[config.mk]
export PLATFORM = sky130hd
export DESIGN_NAME = bitmanip_mc_arbiter
export DESIGN_NICKNAME = d
export VERILOG_FILES = /design/src/rtl/bitmanip_mc_pkg.sv /design/src/rtl/bitmanip_mc_arbiter_rr.sv /design/src/rtl/bitmanip_mc_arbiter.sv
export SDC_FILE = /design/constraint.sdc
export NUM_CORES = 1
export LEC_CHECK = 0
export ABC_AREA = 1
export CAP_MARGIN = 20
export CORE_ASPECT_RATIO = 1.5
export CORE_UTILIZATION = 25
export DETAILED_ROUTE_END_ITERATION = 7
export GPL_TIMING_DRIVEN = 0
export PLACE_DENSITY = 0.61
export SLEW_MARGIN = 20
export SYNTH_ARGS = -nofsm -noshare
export SYNTH_HDL_FRONTEND = slang
export SYNTH_HIERARCHICAL = 1
export SYNTH_SLANG_ARGS = --single-unit
[constraint.sdc]
create_clock -name clock -period 17.2 [get_ports clock]
set_input_delay 5.16 -clock clock [delete_from_list [all_inputs] [get_ports clock]]
set_output_delay 5.16 -clock clock [all_outputs]
set_load 0.01 [all_outputs]
[src/rtl/bitmanip_mc_pkg.sv]
// Shared types for the multi-cycle bitmanip unit arbiter.
// Operand widths and the controller state encoding.
package bitmanip_mc_pkg;
  localparam int XLEN  = 32;
  localparam int RS2_W = 5;

  typedef enum logic [1:0] {
    IDLE  = 2'd0,
    START = 2'd1,
    WAIT  = 2'd2,
    DRAIN = 2'd3
  } state_t;
endpackage

[src/rtl/bitmanip_mc_arbiter_rr.sv]
// Round-robin picker: first eligible requester at or after ptr.
// Purely combinational; the pointer lives in the caller.
module rr_arbiter #(
  parameter int N  = 2,
  parameter int PW = (N > 1) ? $clog2(N) : 1
) (
  input  logic [N-1:0]  eligible,
  input  logic [PW-1:0] ptr,
  output logic [N-1:0]  grant,
  output logic [PW-1:0] idx,
  output logic          any
);
  int j;

  always_comb begin
    grant = '0;
    idx   = '0;
    any   = 1'b0;
    j     = 0;
    for (int k = 0; k < N; k++) begin
      j = int'(ptr) + k;
      if (j >= N) j = j - N;
      if (!any && eligible[j]) begin
        any      = 1'b1;
        grant[j] = 1'b1;
        idx      = PW'(j);
      end
    end
  end
endmodule

[src/rtl/bitmanip_mc_arbiter.sv]
// Shares one start/busy/done bitmanip unit among NREQ requesters,
// with per-requester response slots and a watchdog on the unit.
module bitmanip_mc_arbiter
  import bitmanip_mc_pkg::*;
#(
  parameter int NREQ    = 2,
  parameter int TIMEOUT = 64
) (
  input  logic                  clock,
  input  logic                  reset,
  input  logic [NREQ-1:0]       req_valid,
  output logic [NREQ-1:0]       req_ready,
  input  logic [NREQ*XLEN-1:0]  req_rs1,
  input  logic [NREQ*RS2_W-1:0] req_rs2,
  output logic [NREQ-1:0]       resp_valid,
  input  logic [NREQ-1:0]       resp_ready,
  output logic [NREQ*XLEN-1:0]  resp_rd,
  output logic [NREQ-1:0]       resp_err,
  output logic                  unit_start,
  output logic [XLEN-1:0]       unit_rs1,
  output logic [RS2_W-1:0]      unit_rs2,
  input  logic [XLEN-1:0]       unit_rd,
  input  logic                  unit_busy,
  input  logic                  unit_done
);
  localparam int PW = (NREQ > 1) ? $clog2(NREQ) : 1;
  localparam int WW = $clog2(TIMEOUT + 1);

  state_t            state, nstate;
  logic [PW-1:0]     ptr, owner, gidx;
  logic [NREQ-1:0]   eligible, gnt;
  logic              any, take, fin_ok, fin_to;
  logic [XLEN-1:0]   rs1_q;
  logic [RS2_W-1:0]  rs2_q;
  logic [WW-1:0]     wd;

  assign eligible = req_valid & ~resp_valid;

  rr_arbiter #(.N(NREQ), .PW(PW)) u_rr (
    .eligible (eligible),
    .ptr      (ptr),
    .grant    (gnt),
    .idx      (gidx),
    .any      (any)
  );

  // reset gating keeps req_ready low while reset is held
  assign take = (state == IDLE) & ~unit_busy & any & ~reset;
  assign req_ready = take ? gnt : '0;

  assign fin_ok = (state == WAIT) & unit_done;
  assign fin_to = (state == WAIT) & ~unit_done
                & (wd == WW'(TIMEOUT - 1));

  assign unit_start = (state == START);
  assign unit_rs1   = unit_start ? rs1_q : '0;
  assign unit_rs2   = unit_start ? rs2_q : '0;

  always_comb begin
    nstate = state;
    unique case (state)
      IDLE:  if (take) nstate = START;
      START: nstate = WAIT;
      WAIT: begin
        if (fin_ok)      nstate = IDLE;
        else if (fin_to) nstate = DRAIN;
      end
      DRAIN: if (!unit_busy && !unit_done) nstate = IDLE;
      default: nstate = IDLE;
    endcase
  end

  always_ff @(posedge clock or posedge reset) begin
    if (reset) begin
      state <= IDLE;
      ptr   <= '0;
      owner <= '0;
      rs1_q <= '0;
      rs2_q <= '0;
      wd    <= '0;
    end else begin
      state <= nstate;
      if (take) begin
        owner <= gidx;
        rs1_q <= req_rs1[XLEN*gidx +: XLEN];
        rs2_q <= req_rs2[RS2_W*gidx +: RS2_W];
        ptr   <= (gidx == PW'(NREQ - 1)) ? '0 : gidx + 1'b1;
      end
      if (state == START) begin
        wd <= '0;
      end else if (state == WAIT && wd != WW'(TIMEOUT)) begin
        wd <= wd + 1'b1;
      end
    end
  end

  // owner's slot is always empty while its op is in flight
  always_ff @(posedge clock or posedge reset) begin
    if (reset) begin
      resp_valid <= '0;
      resp_rd    <= '0;
      resp_err   <= '0;
    end else begin
      for (int i = 0; i < NREQ; i++) begin
        if ((fin_ok || fin_to) && owner == PW'(i)) begin
          resp_valid[i]           <= 1'b1;
          resp_err[i]             <= fin_to;
          resp_rd[XLEN*i +: XLEN] <= fin_ok ? unit_rd : '0;
        end else if (resp_valid[i] && resp_ready[i]) begin
          resp_valid[i] <= 1'b0;
        end
      end
    end
  end
endmodule
# After elaboration in Yosys (flattened, before gate mapping)

Cells that the tools add are included.

$add $sub $neg: 5
$mul: 1
$lt $le $gt $ge: 6
Equal/unequal tests: 8
Shifts and indexed selects: 2
Muxes and demuxes: 34
Bitwise logic cells: 13
Reduce and logical (&&, ||, !) cells: 18

Operator list:

| kind                  | number |
|---|---|
| $mux 32               | 4 |
| $ge 32x1->1 const B   | 2 |
| $lt 32x3->1 const B   | 2 |
| $shiftx 64x7->32      | 1 |
| $ge 32x3->1 const B   | 1 |
| $sub 32x3->32 const B | 1 |
| $mux 1                | 17 |
| $mux 2                | 7 |
| $mux 7                | 2 |
| $shiftx 10x5->5       | 1 |
| $logic_and 1x1->1     | 9 |
| $pmux 2 s4            | 1 |
| $add 7x1->7 const B   | 1 |
| $eq 7x6->1 const B    | 1 |
| $ne 7x7->1 const B    | 1 |
| $and 1x1->1           | 6 |
| $reduce_bool 2->1     | 3 |
| $mux 5                | 1 |
| $eq 2x2->1 const B    | 2 |
| $mul 3x1->4 const A   | 1 |
| $ne 2x2->1 const B    | 2 |
| $not 1->1             | 4 |
| $logic_not 1->1       | 3 |
| $ne 3x3->1 const B    | 1 |
| other kinds (12)      | 13 |

Register bits after elaboration: 116
Bits of input ports: 114
Output and inout bits: 108

# Logic depth before layout (Yosys ltp)

Depth after elaboration: 13
Mapped depth: 12
Gate-level depth less buffers: 12

# Hierarchy

Netlist, hierarchy kept.

Modules (own cells, without submodules):

| module              | instances | cells an instance | area an instance (µm²) |
|---|---|---|---|
| bitmanip_mc_arbiter | 1         | 725               | 5,427.7 |
| rr_arbiter          | 1         | 14                | 55.1 |

# Worst setup path before layout

No wires, ideal clock.

Path type: input-to-output
Start: in reset
End: out req_ready[0]
Data arrival time: 8,407 ps
Required time: 12,040 ps
Setup slack: 3,633 ps
Stages on the path: 4
Cell sequence: inv_1 nand4_4 clkbuf_1 nor2_1

Word-level cells in the longest chain between the ends: 3

RTL lines:

| element         | line                      | source |
|---|---|---|
| start, declared | bitmanip_mc_arbiter.sv:10 | `input logic reset,` |
| $not 1->1       | bitmanip_mc_arbiter.sv:48 | `assign take = (state == IDLE) & ~unit_busy & any & ~reset;` |
| $and 1x1->1     | bitmanip_mc_arbiter.sv:48 |  |
| $mux 2          | bitmanip_mc_arbiter.sv:49 | `assign req_ready = take ? gnt : '0;` |
| end, declared   | bitmanip_mc_arbiter.sv:12 | `output logic [NREQ-1:0] req_ready,` |

No other way between the ends.

# Worst setup path after layout

Same ends and word-level chain as after synthesis.

==> results.tsv <==
stage	metric	value	unit
worst_setup_path	most frequent CP cell	clkdlybuf4s50_1	
final_layout	fillcell total	2248	
timing	clock skew	14.2	ps
route	DR pass1 iterations	5	
flow_run	max cap viols	0	
timing	setup TNS	0	ps
route	DR iter-0 viols	240	
synth	largest cells by area after synthesis	dfrtp_1, nand2_1, inv_1	
timing	setup ws final	4360	ps
clock_tree	post-CTS setup buffers	0	
timing	Tcrit/Tclk final	74.6	%
final_layout	Util after Layout	40.0	%
final_layout	Ant. Diodes	0	
route	# DRC	0	
timing	Slew Limit Fails	0	
timing	Rel. slew slack	61.8	%
route	vias	5208	
clock_tree	total CTS buffers	17	
placement	HPWL Detailed	12.6	mm
synth	synthesized area	0.00548	mm²
synth	register area share after synthesis	52.9	%
final_layout	layout cell share with drive strength beyond 1	6.14	%
synth	Yosys reg bits	116	
placement	RePlAce Congestion	0.787	
placement	pre-CTS setup slack	4260	ps
clock_tree	post_cts resized	0	
worst_setup_path	Max stage delay on crit path	600	ps
global_routing	gr usage total	15.6	%
clock_tree	clk buf depth	2	
synth	fraction of post-synthesis cell area in the top cell type by area	52.9	%
floorplan	Die ar.	0.0225	mm²
worst_setup_path	Startpoint Class	primary input	
floorplan	Die H	183	µm
synth	most common cell in the netlist	nand2_1	
final_layout	area growth from synthesis to final layout	57.9	%
final_layout	Multi-input gate area	0.00203	mm²
worst_setup_path	WP buf/inv	5	
synth	Post-synth EDFFs	0	
floorplan	initial core utilization	25.3	%
clock_tree	clock transition at the registers of the reported paths	60	ps
clock_tree	H-tree levels	4	
route	post-route ant nets	0	
power_and_ir_drop	Leak	4.29	nW
timing	pin slew with the least headroom to its limit	572	ps
route	routed len/inst	13.6	µm
placement	I/O Buffers	221	
floorplan	number of core rows	66	
power_and_ir_drop	pwr/cell area	154	mW/mm²
global_routing	antenna violations before repair	0	
synth	Post-Synthesis Cells	739	
clock_tree	cts hold-fix bufs	0	
timing	fin crit period	12840	ps
route	final wirelength	17.2	mm
run_status	status	complete, no violations	
synth	ys async rst share	100	%
timing	Final Hold Viols	0	
timing	fmax	77.9	MHz
worst_setup_path	Worst EP arrival	7680	ps
worst_setup_path	crit end category	primary output	
synth	Yosys cell types	25	
worst_setup_path	CP delay by family, top	buffers and inverters	
synth	Synth area leader	dfrtp_1	
power_and_ir_drop	peak supply drop	65.6	µV
worst_setup_path	Crit path required time	12040	ps
clock_tree	CTS sink cnt	116	
power_and_ir_drop	power after layout	1.33	mW
global_routing	vias in the first global route	5025	
timing	Setup violations, final	0	
clock_tree	TritonCTS clock tree	built	
final_layout	Seq. cell area	0.00290	mm²
worst_setup_path	Crit Path Category	primary input to primary output	
clock_tree	CTS Root Cell	clkbuf_16	
synth	syn nets	855	
clock_tree	Worst-Skew Late Latency	410	ps
timing	RSZ-0062 raised after global routing	no	
worst_setup_path	worst path cell trace	clkdlybuf4s50_1 -> inv_8 -> buf_16 -> nand4_4 -> clkbuf_1 -> nor2_1 -> clkdlybuf4s50_1	
min_path	worst hold-check path type	register to register	
final_layout	final net count	1096	
final_layout	Layout Cells excl Fill	1265	
global_routing	GR Overflow Total	0	
synth	ys flop type	dfrtp_1	
worst_setup_path	peak fanout along the critical path	76	
floorplan	# IOs	222	
route	via density per instance	4.12	
synth	Post-synth top cells	nand2_1, dfrtp_1, inv_1, nor2_1, nand3_1	
floorplan	DIE WIDTH	123	µm
synth	syn_area_per_cell	7.42	µm²
worst_setup_path	slowest CP cell	clkdlybuf4s50_1	
global_routing	maximum number of pins on one net before global-route repair	77	
synth	yosys warns	6	
floorplan	core region area	0.0216	mm²
placement	Post-Place Cells	1233	
global_routing	first-pass GRT wire length	26.6	mm
[power breakdown]
part	switching [mW]	total, mW	leakage [nW]	internal (mW)
clock network	0.136	0.355	0.283	0.218
logic	0.272	0.532	2.53	0.260
registers	0.0621	0.447	1.48	0.384
total	0.470	1.33	4.29	0.863
[layout by cell type, fill, tap and decap left out, types with 2 or more instances in the layout]
cell type / instances
dfrtp_1: 116
o21ai_0: 7
nand2_1: 333
clkbuf_16: 17
clkinv_4: 2
xor2_1: 2
buf_4: 2
clkinvlp_4: 3
buf_2: 8
ha_1: 2
nand2_4: 2
nor2_1: 84
buf_6: 7
nand3_1: 49
clkbuf_1: 14
clkdlybuf4s50_1: 221
nor2_2: 3
inv_1: 96
inv_6: 4
bufinv_16: 2
a21oi_1: 3
clkinv_2: 3
[final timing paths]
path,start,endpoint,slack (ps),cells past startpoint
hold / removal,resp_rd[35]$_DFFE_PP0P_,resp_rd[35]$_DFFE_PP0P_,470,2
hold reg to reg,resp_rd[35]$_DFFE_PP0P_,resp_rd[35]$_DFFE_PP0P_,470,2
setup reg to reg,resp_valid[0]$_DFFE_PP0P_,rs1_q[22]$_DFFE_PP0P_,15130,10
setup / recovery,reset,req_ready[0],4360,7
max in group asynchronous,reset,wd[5]$_DFFE_PP0P_,11360,3
min in group asynchronous,reset,resp_rd[31]$_DFFE_PP0P_,5150,2
[state kept, by name (all words and copies together) (netlist names)]
signal,cells
rs2_q,5
state,2
resp_valid,2
rs1_q,32
ptr,1
resp_err,2
owner,1
resp_rd,64
wd,7
[metal layers]
layer / vias to the layer above / wire (µm) / GRT usage (%)
li1: 2668 / - / -
met1: 2353 / 6740 / 17.5
met2: 168 / 9040 / 28.0
met3: 19 / 1080 / 4.20
met4: 0 / 333 / 5.56
met5: - / 0 / 0
[worst register-to-register path, delay by kind of cell, from the launching register on]
| kind | cells | cell delay (ps) |
|---|---|---|
| buffers and inverters | 2 | 400 |
| and+or+nand+nor | 8 | 1210 |
| DFF | 1 | 390 |
[metrics by stage]
step | area (µm²) | hold WS, ps
2_1_floorplan | 5480 | 465
3_3_place_gp | 8040 | 453
3_5_place_dp | 8070 | 457
4_1_cts | 8660 | 472
5_1_grt | 8660 | 486
6_report | 8660 | 467
[cell type report]
cell class	count	share of cell area (%)
buffer	31	2.15
clock inverter	14	1.73
tap	272	3.93
inverter	98	4.33
timing repair buffer	222	25.9
multi-input combinational	494	23.4
sequential	116	33.5
clock buffer	18	5.07
[cell families (layout without fill, tap and decap cells)]
family                   after synthesis  count (layout)  share of synthesized area [%]
flip-flops                           116             116                           52.9
AND/OR/NAND/NOR                      476             476                           34.8
AO/OA/AOI/OAI                         13              13                           1.23
adder cells (fa/ha/maj)                2               2                          0.456
XOR/XNOR                               3               3                          0.479
buffers and inverters                129             383                           10.1
No activity file was read; power rests on OpenSTA's default activity.
